`src/rtl/dat_ctrl_pkg.sv`:
```
// Shared definitions for the multi-block DAT transfer controller:
// one-hot state encoding, default widths and transfer direction.
package dat_ctrl_pkg;

  localparam int BLKCNT_W_DEF  = 16;
  localparam int TIMEOUT_W_DEF = 24;
  localparam int STATE_W       = 5;

  localparam logic [STATE_W-1:0] S_IDLE    = 5'b00001;
  localparam logic [STATE_W-1:0] S_WR_WAIT = 5'b00010;
  localparam logic [STATE_W-1:0] S_RD_WAIT = 5'b00100;
  localparam logic [STATE_W-1:0] S_XFER    = 5'b01000;
  localparam logic [STATE_W-1:0] S_NEXT    = 5'b10000;

  typedef enum logic {
    DIR_WR = 1'b0,
    DIR_RD = 1'b1
  } dir_e;

endpackage

```
`src/rtl/dat_timeout_cnt.sv`:
```
// Per-block data timeout down-counter. A zero load value leaves the
// counter idle at zero, so it never expires.
module dat_timeout_cnt #(
  parameter int TIMEOUT_W = 24
) (
  input  logic                 clk,
  input  logic                 rst,
  input  logic                 load,
  input  logic                 en,
  input  logic [TIMEOUT_W-1:0] load_val,
  output logic                 expired
);

  logic [TIMEOUT_W-1:0] cnt;

  always_ff @(posedge clk) begin
    if (rst) begin
      cnt <= '0;
    end else if (load) begin
      cnt <= load_val;
    end else if (en && cnt != '0) begin
      cnt <= cnt - TIMEOUT_W'(1);
    end
  end

  // Flags the cycle whose edge would take the count to zero.
  assign expired = en && (cnt == TIMEOUT_W'(1));

endmodule

```
`src/rtl/dat_control_mb.sv`:
```
// Multi-block DAT-line transfer controller: sequences write/read blocks
// between the data FIFOs and dat_phys, with block counting and timeout.
module dat_control_mb
  import dat_ctrl_pkg::*;
#(
  parameter int BLKCNT_W  = BLKCNT_W_DEF,
  parameter int TIMEOUT_W = TIMEOUT_W_DEF
) (
  input  logic                 host_clk,
  input  logic                 rst,
  input  logic                 data_init_tx,
  input  logic                 data_init_rx,
  input  logic                 multi_blk,
  input  logic [BLKCNT_W-1:0]  blk_cnt,
  input  logic [TIMEOUT_W-1:0] timeout_val,
  input  logic                 tx_buf_empty,
  input  logic                 rx_buf_full,
  input  logic                 blk_done,
  input  logic                 crc_err,
  input  logic                 abort,
  output logic                 wr_data_flag,
  output logic                 rd_data_flag,
  output logic                 buf_init_tx,
  output logic                 buf_init_rx,
  output logic                 write_tf_active,
  output logic                 read_tf_active,
  output logic                 tf_complete,
  output logic                 err_timeout,
  output logic                 err_crc,
  output logic                 aborted,
  output logic [BLKCNT_W-1:0]  blocks_left
);

  logic [STATE_W-1:0]  state, state_nxt;
  dir_e                dir, dir_nxt;
  logic                first_blk, first_nxt;
  logic [BLKCNT_W-1:0] blocks_nxt;
  logic                wr_flag_nxt, rd_flag_nxt, binit_tx_nxt, binit_rx_nxt;
  logic                done_nxt, to_nxt, crc_nxt, abort_nxt;
  logic                tmr_load, tmr_expired;

  // A multi-block request for zero blocks still moves one block.
  function automatic logic [BLKCNT_W-1:0] start_count(input logic multi,
                                                      input logic [BLKCNT_W-1:0] cnt);
    if (!multi || cnt == '0) return BLKCNT_W'(1);
    return cnt;
  endfunction

  dat_timeout_cnt #(
    .TIMEOUT_W (TIMEOUT_W)
  ) u_timeout (
    .clk      (host_clk),
    .rst      (rst),
    .load     (tmr_load),
    .en       (state == S_XFER),
    .load_val (timeout_val),
    .expired  (tmr_expired)
  );

  always_comb begin
    state_nxt    = state;
    dir_nxt      = dir;
    first_nxt    = first_blk;
    blocks_nxt   = blocks_left;
    wr_flag_nxt  = 1'b0;
    rd_flag_nxt  = 1'b0;
    binit_tx_nxt = 1'b0;
    binit_rx_nxt = 1'b0;
    done_nxt     = 1'b0;
    to_nxt       = 1'b0;
    crc_nxt      = 1'b0;
    abort_nxt    = 1'b0;
    tmr_load     = 1'b0;
    // Abort outranks every other event once a transfer is under way.
    if (state != S_IDLE && abort) begin
      state_nxt = S_IDLE;
      abort_nxt = 1'b1;
    end else begin
      case (state)
        S_IDLE: begin
          if (data_init_tx && !data_init_rx) begin
            state_nxt  = S_WR_WAIT;
            dir_nxt    = DIR_WR;
            first_nxt  = 1'b1;
            blocks_nxt = start_count(multi_blk, blk_cnt);
          end else if (data_init_rx && !data_init_tx) begin
            state_nxt  = S_RD_WAIT;
            dir_nxt    = DIR_RD;
            first_nxt  = 1'b1;
            blocks_nxt = start_count(multi_blk, blk_cnt);
          end
        end
        S_WR_WAIT: begin
          if (!tx_buf_empty) begin
            state_nxt    = S_XFER;
            wr_flag_nxt  = 1'b1;
            binit_tx_nxt = first_blk;
            first_nxt    = 1'b0;
            tmr_load     = 1'b1;
          end
        end
        S_RD_WAIT: begin
          if (!rx_buf_full) begin
            state_nxt    = S_XFER;
            rd_flag_nxt  = 1'b1;
            binit_rx_nxt = first_blk;
            first_nxt    = 1'b0;
            tmr_load     = 1'b1;
          end
        end
        S_XFER: begin
          if (blk_done && crc_err) begin
            state_nxt = S_IDLE;
            crc_nxt   = 1'b1;
          end else if (blk_done) begin
            state_nxt = S_NEXT;
          end else if (tmr_expired) begin
            state_nxt = S_IDLE;
            to_nxt    = 1'b1;
          end
        end
        S_NEXT: begin
          blocks_nxt = blocks_left - BLKCNT_W'(1);
          if (blocks_left == BLKCNT_W'(1)) begin
            state_nxt = S_IDLE;
            done_nxt  = 1'b1;
          end else begin
            state_nxt = (dir == DIR_WR) ? S_WR_WAIT : S_RD_WAIT;
          end
        end
        default: state_nxt = S_IDLE;
      endcase
    end
  end

  always_ff @(posedge host_clk) begin
    if (rst) begin
      state           <= S_IDLE;
      dir             <= DIR_WR;
      first_blk       <= 1'b0;
      blocks_left     <= '0;
      wr_data_flag    <= 1'b0;
      rd_data_flag    <= 1'b0;
      buf_init_tx     <= 1'b0;
      buf_init_rx     <= 1'b0;
      write_tf_active <= 1'b0;
      read_tf_active  <= 1'b0;
      tf_complete     <= 1'b0;
      err_timeout     <= 1'b0;
      err_crc         <= 1'b0;
      aborted         <= 1'b0;
    end else begin
      state           <= state_nxt;
      dir             <= dir_nxt;
      first_blk       <= first_nxt;
      blocks_left     <= blocks_nxt;
      wr_data_flag    <= wr_flag_nxt;
      rd_data_flag    <= rd_flag_nxt;
      buf_init_tx     <= binit_tx_nxt;
      buf_init_rx     <= binit_rx_nxt;
      write_tf_active <= (state_nxt != S_IDLE) && (dir_nxt == DIR_WR);
      read_tf_active  <= (state_nxt != S_IDLE) && (dir_nxt == DIR_RD);
      tf_complete     <= done_nxt;
      err_timeout     <= to_nxt;
      err_crc         <= crc_nxt;
      aborted         <= abort_nxt;
    end
  end

endmodule

```
`config.mk`:
```
export PLATFORM = sky130hd
export DESIGN_NAME = dat_control_mb
export DESIGN_NICKNAME = d
export VERILOG_FILES = /design/src/rtl/dat_ctrl_pkg.sv /design/src/rtl/dat_timeout_cnt.sv /design/src/rtl/dat_control_mb.sv
export SDC_FILE = /design/constraint.sdc
export NUM_CORES = 1
export LEC_CHECK = 0
export ABC_AREA = 1
export BUFFER_PORTS_ARGS = -buffer_cell sky130_fd_sc_hd__buf_4
export CAP_MARGIN = 15
export CORE_MARGIN = 2
export CORE_UTILIZATION = 25
export DETAILED_ROUTE_END_ITERATION = 8
export GPL_TIMING_DRIVEN = 0
export HOLD_SLACK_MARGIN = 0.1
export PLACE_DENSITY_LB_ADDON = 0.1
export RECOVER_POWER = 100
export SLEW_MARGIN = 5
export SYNTH_ARGS = -nofsm -noshare
export SYNTH_HDL_FRONTEND = slang
export SYNTH_SLANG_ARGS = --single-unit
```
`constraint.sdc`:
```
create_clock -name host_clk -period 4.7 [get_ports host_clk]
set_input_delay 0.94 -clock host_clk [delete_from_list [all_inputs] [get_ports host_clk]]
set_output_delay 0.94 -clock host_clk [all_outputs]
set_load 0.005 [all_outputs]
```
# Word-level counts from Yosys, hierarchy flattened

Cells that the tools add are included.

Word-level logic and storage cells: 105
Input port bits: 50
Register bits after elaboration: 57
Output and inout port bits: 26

Muxes and demuxes: 44
$add $sub $neg: 2
Equal/unequal tests: 12
Bitwise logic cells: 6
Reduce and logical (&&, ||, !) cells: 26

Operators by type and width:

| kind                  | number |
|---|---|
| $mux 16               | 5 |
| $mux 24               | 2 |
| $mux 5                | 8 |
| $pmux 16 s2           | 1 |
| $pmux 5 s5            | 1 |
| $eq 24x1->1 const B   | 1 |
| $reduce_bool 24->1    | 1 |
| $sub 24x1->24 const B | 1 |
| $mux 1                | 23 |
| $eq 16x1->1 const B   | 1 |
| $logic_not 16->1      | 1 |
| $sub 16x1->16 const B | 1 |
| $reduce_or 3->1       | 4 |
| $ne 5x1->1 const B    | 2 |
| $logic_and 1x1->1     | 8 |
| $reduce_or 4->1       | 2 |
| $mux 3                | 2 |
| $not 1->1             | 6 |
| $eq 5x1->1 const B    | 1 |
| $eq 5x2->1 const B    | 1 |
| $eq 5x3->1 const B    | 1 |
| $eq 5x4->1 const B    | 1 |
| $eq 5x5->1 const B    | 1 |
| $reduce_and 5->1      | 1 |
| other kinds (10)      | 14 |

# Depth between registers and ports, before layout

Depth in word-level cells: 11
Gate-level depth with buffers: 11
Depth with buffers taken out: 11

# Cells and area by module

A second synthesis with hierarchy kept.

Cell total of the unflattened synthesis: 638
Area total of the unflattened synthesis: 3953.8 um^2

By module, submodules not included:

| module          | cells an instance | instances | area an instance (um^2) | seq. area each (um^2) |
|---|---|---|---|---|
| dat_control_mb  | 333               | 1         | 2132.0                  | 660.6 |
| dat_timeout_cnt | 305               | 1         | 1821.7                  | 480.5 |

# Worst setup path before layout

OpenSTA, ideal clock, no wires.

Path kind: input port to flip-flop
Start: input rx_buf_full
End: register u_timeout.cnt[12]
Required time: 4.583 ns
Buffers on the path: 2
Path slack: 2.760 ns
Cell stages on the path: 10
Arrival time: 1.823 ns
Setup time: 0.117 ns
Cells stage by stage: inv_1 -> nand4_1 -> nand2_1 -> nand2_4 -> buf_6 -> buf_6 -> nand2_1 -> nand2_1 -> nor2_1 -> nor2_1

Cells in the longest elaborated chain, start to end: 4
Elaborated cells between the ends (all ways): 5
Classes of those cells: mux: 4; reduce/logical: 1

Ends and longest elaborated chain:

| element                                             | RTL line              | source |
|---|---|---|
| start, declared                                     | dat_control_mb.sv:17  | `input logic rx_buf_full,` |
| $mux 1 (*)                                          | dat_control_mb.sv:103 | `if (!rx_buf_full) begin` |
| $pmux 1 s2 (*)                                      | dat_control_mb.sv:79  | `case (state)` |
| $mux 1 (*)                                          | dat_control_mb.sv:75  | `if (state != S_IDLE && abort) begin` |
| $mux 24 / $reduce_bool 2->1 (equally long branches) | n/a                   |  |
| end signal, assigned                                | dat_timeout_cnt.sv:20 | `cnt <= load_val;` |
| end signal, assigned                                | dat_timeout_cnt.sv:22 | `cnt <= cnt - TIMEOUT_W'(1);` |
| end, declared                                       | dat_timeout_cnt.sv:14 | `logic [TIMEOUT_W-1:0] cnt;` |

Mark *: on every way between the ends. The rest lies on a longest branch, timed or not.
A chain may end at the register's enable or synchronous reset.

# Worst setup path in the final report

Start: input rx_buf_full
End: register u_timeout.cnt[17]

Same word-level chain as after synthesis.

==> metrics.txt <==
diodes inserted 0; Overflow after GRT 0; global-route wire length before repair 21,200 microns; Leakage 2.32 nW; DRT Wirelength 13,300 microns; Clk network pwr share 34.6%; Async S/R FF share, synth 0%; Worst-Margin Slew 825 ps; CTS tree yes; EDFF count, synth 0; Total Neg Setup Slack 0 ps; fraction of the cycle the final worst path needs 57.3%; Routed wire per std cell 14.8 microns; Die W 129 microns; Power Density 387 nW/um^2; Max Cap Violations 0; Synth cell types 37; clk sinks 57; fin worst setup slack 2010 ps; RSZ-0062 raised after global routing false; worst min-delay path category register to register; port bufs 75; DR iter-0 viols 238; Die Span Y 129 microns; switching power share of the total 36.8%; Worst setup SP type primary input; Hold Fails Final Rpt 0; Setup-failing EPs final 0; nets 763; syn nets 677; Fillers 1,704; most common cell after layout, fill and taps aside nand2_1; Root Driver clkbuf_16; area grow syn2layout 25.7%; Avg Cell Area, Syn 6.28 sq um; Initial Utilization 25.6%; I/O pins 76; critical path class primary input to register; Vias 4,198; post-CTS setup buffers 0; ANT nets after route 0; Crit Path Max Fanout 10; max-slew violations 0; Worst Path Required 4960 ps; first drt pass iteration count 5; WP data arrival 2950 ps; Vias/cell 4.67; Crit. End Element register; sequential-to-total area share from yosys stat 29.3%; Syn Inst Count 620; Util after Layout 32.2%; Mapped Area 3890 sq um; Synth Warn # 0; status complete, no violations; Max-slew headroom 45.0%; Post-synth top flop dfxtp_1; CTS Buffer Depth 2; worst slack, placed 2330 ps; Site Rows 45; clk_lat worst skew 340 ps; Die ar. 16,600 sq um; vias in the first global route 4,112; Hold-fix buffers, CTS 0; Max Fclk 0.371 GHz; Synth Register Bits 57; Post-Place Cells 883; layout cells sized above 1 18.1%; largest net degree at the start of global routing 11; CTS Buf Count 9; initial antenna violation count 0; commonest non-fill, non-tap cells in the layout nand2_1, nor2_1, dfxtp_1, inv_1, buf_4; GP Congestion 0.866; Sequential Power Share 30.5%; CTS clk-pin slew, worst paths 50 ps; sw power 0.000696 W; Non-Filler Instances 899; Final HPWL DP 10,200 microns; Fin Clk Skew 12.6 ps; H-Tree Level Count 3; post-cts sizing count 0; Combinational Power Share 34.9%; Worst IR Drop VDD 0.173 mV; internal power 0.00120 W; total track usage 16.6%; DRC viols 0; Tmin final 2690 ps; Core ar. 15,200 sq um
-- per-stage QoR --
step                      cell area [sq um]  hold WS (ps)  power (W)
after global routing                   4890           545    0.00204
after global placement                 4690           497    0.00127
final                                  4890           509    0.00189
after detailed placement               4690           502    0.00127
after CTS                              4980           513    0.00194
after floorplan                        3890           441    0.00105
-- state kept, by name, indices dropped and copies added, names as in the netlist --
| name | count |
|---|---|
| aborted | 1 |
| blocks_left | 16 |
| buf_init_rx | 1 |
| buf_init_tx | 1 |
| dir | 1 |
| err_crc | 1 |
| err_timeout | 1 |
| first_blk | 1 |
| rd_data_flag | 1 |
| read_tf_active | 1 |
| state | 5 |
| tf_complete | 1 |
| u_timeout.cnt | 24 |
| wr_data_flag | 1 |
| write_tf_active | 1 |
-- final timing paths --
| kind | start | end | depth (start not counted) | slack (ps) |
|---|---|---|---|---|
| setup / recovery | rx_buf_full | u_timeout.cnt[17]$_SDFFE_PP0P_ | 9 | 2010 |
| hold / removal | u_timeout.cnt[11]$_SDFFE_PP0P_ | u_timeout.cnt[11]$_SDFFE_PP0P_ | 2 | 510 |
| setup reg to reg | state[3]$_SDFF_PP0_ | blocks_left[0]$_SDFFE_PP0P_ | 8 | 2050 |
| hold reg to reg | u_timeout.cnt[11]$_SDFFE_PP0P_ | u_timeout.cnt[11]$_SDFFE_PP0P_ | 2 | 510 |
-- metal layers --
layer  share of wire, %  track usage [%]  vias up
met5                  0                0        -
met4                1.7             5.69        0
met3                3.9             3.16       16
met2                 47             28.3       85
met1                 47             21.1     1918
li1                   -                -     2179
-- critical path, stage by stage --
cell and delay, ps:
clkbuf_4 110, inv_1 90, nand4_1 170, nand2_1 170
nand2_1 150, nand2_1 360, clkbuf_1 670, nand3_2 130
a21oi_1 150
-- power by group through the flow --
| stage | Combinational [W] | Clock (W) | Sequential, W |
|---|---|---|---|
| floorplan | 0.000473 | 0 | 0.000576 |
| global placement | 0.000682 | 0 | 0.000589 |
| detailed placement | 0.000684 | 0 | 0.000589 |
| CTS | 0.000688 | 0.000677 | 0.000579 |
| global route | 0.000755 | 0.000694 | 0.000586 |
| finish | 0.000660 | 0.000656 | 0.000578 |
-- kinds of logic (layout without fill, tap and decap cells) --
logic type,after synthesis,after routing,synth area share (%)
DFF,57,57,29.3
AOI/OAI and AO/OA,86,86,12.7
adders and majority gates,7,7,2.25
xor gates and xnor gates,9,9,2.02
and+or+nand+nor,382,382,44.6
buffers and inverters,79,170,9.13
-- cells in the mapped netlist, types with 2 or more instances --
cell type  instances  area share (%)
nand4_1           13             2.1
nand2_1          156              15
dfxtp_1           57              29
nor2_2             5            0.80
nand3b_1           3            0.58
buf_2              3            0.39
clkbuf_1           5            0.48
xor2_1             3            0.67
buf_4              2            0.39
nor3_1             8             1.0
a21oi_1           19             2.4
nand2_2            2            0.32
buf_6              6             1.7
or2_2              2            0.32
nor2_1           123              12
nand3_2           15             3.9
inv_2              8            0.77
xnor2_1            6             1.3
nand3_1           43             5.5
inv_1             54             5.2
a21boi_0           5            0.96
nor2_4             2            0.58
a31oi_1            6            0.96
nand2_4            4             1.2
a21oi_2            7             1.6
and3_1             2            0.32
o21ai_0           38             4.9
o211ai_1           4            0.77
o21ai_1            5            0.64
ha_1               7             2.2
-- area by class of cell --
type                    count  area (sq um)  area share (%)
well taps                 188           235            4.81
clock buffers              13           250            5.11
clock inverters             3          40.0           0.818
flip-flops and latches     57          1140            23.3
inverters                  63           239            4.88
plain buffers              16          96.3            1.97
repair buffers             75           556            11.3
multi-input cells         484          2340            47.8
No activity file was read; power rests on OpenSTA's default activity.
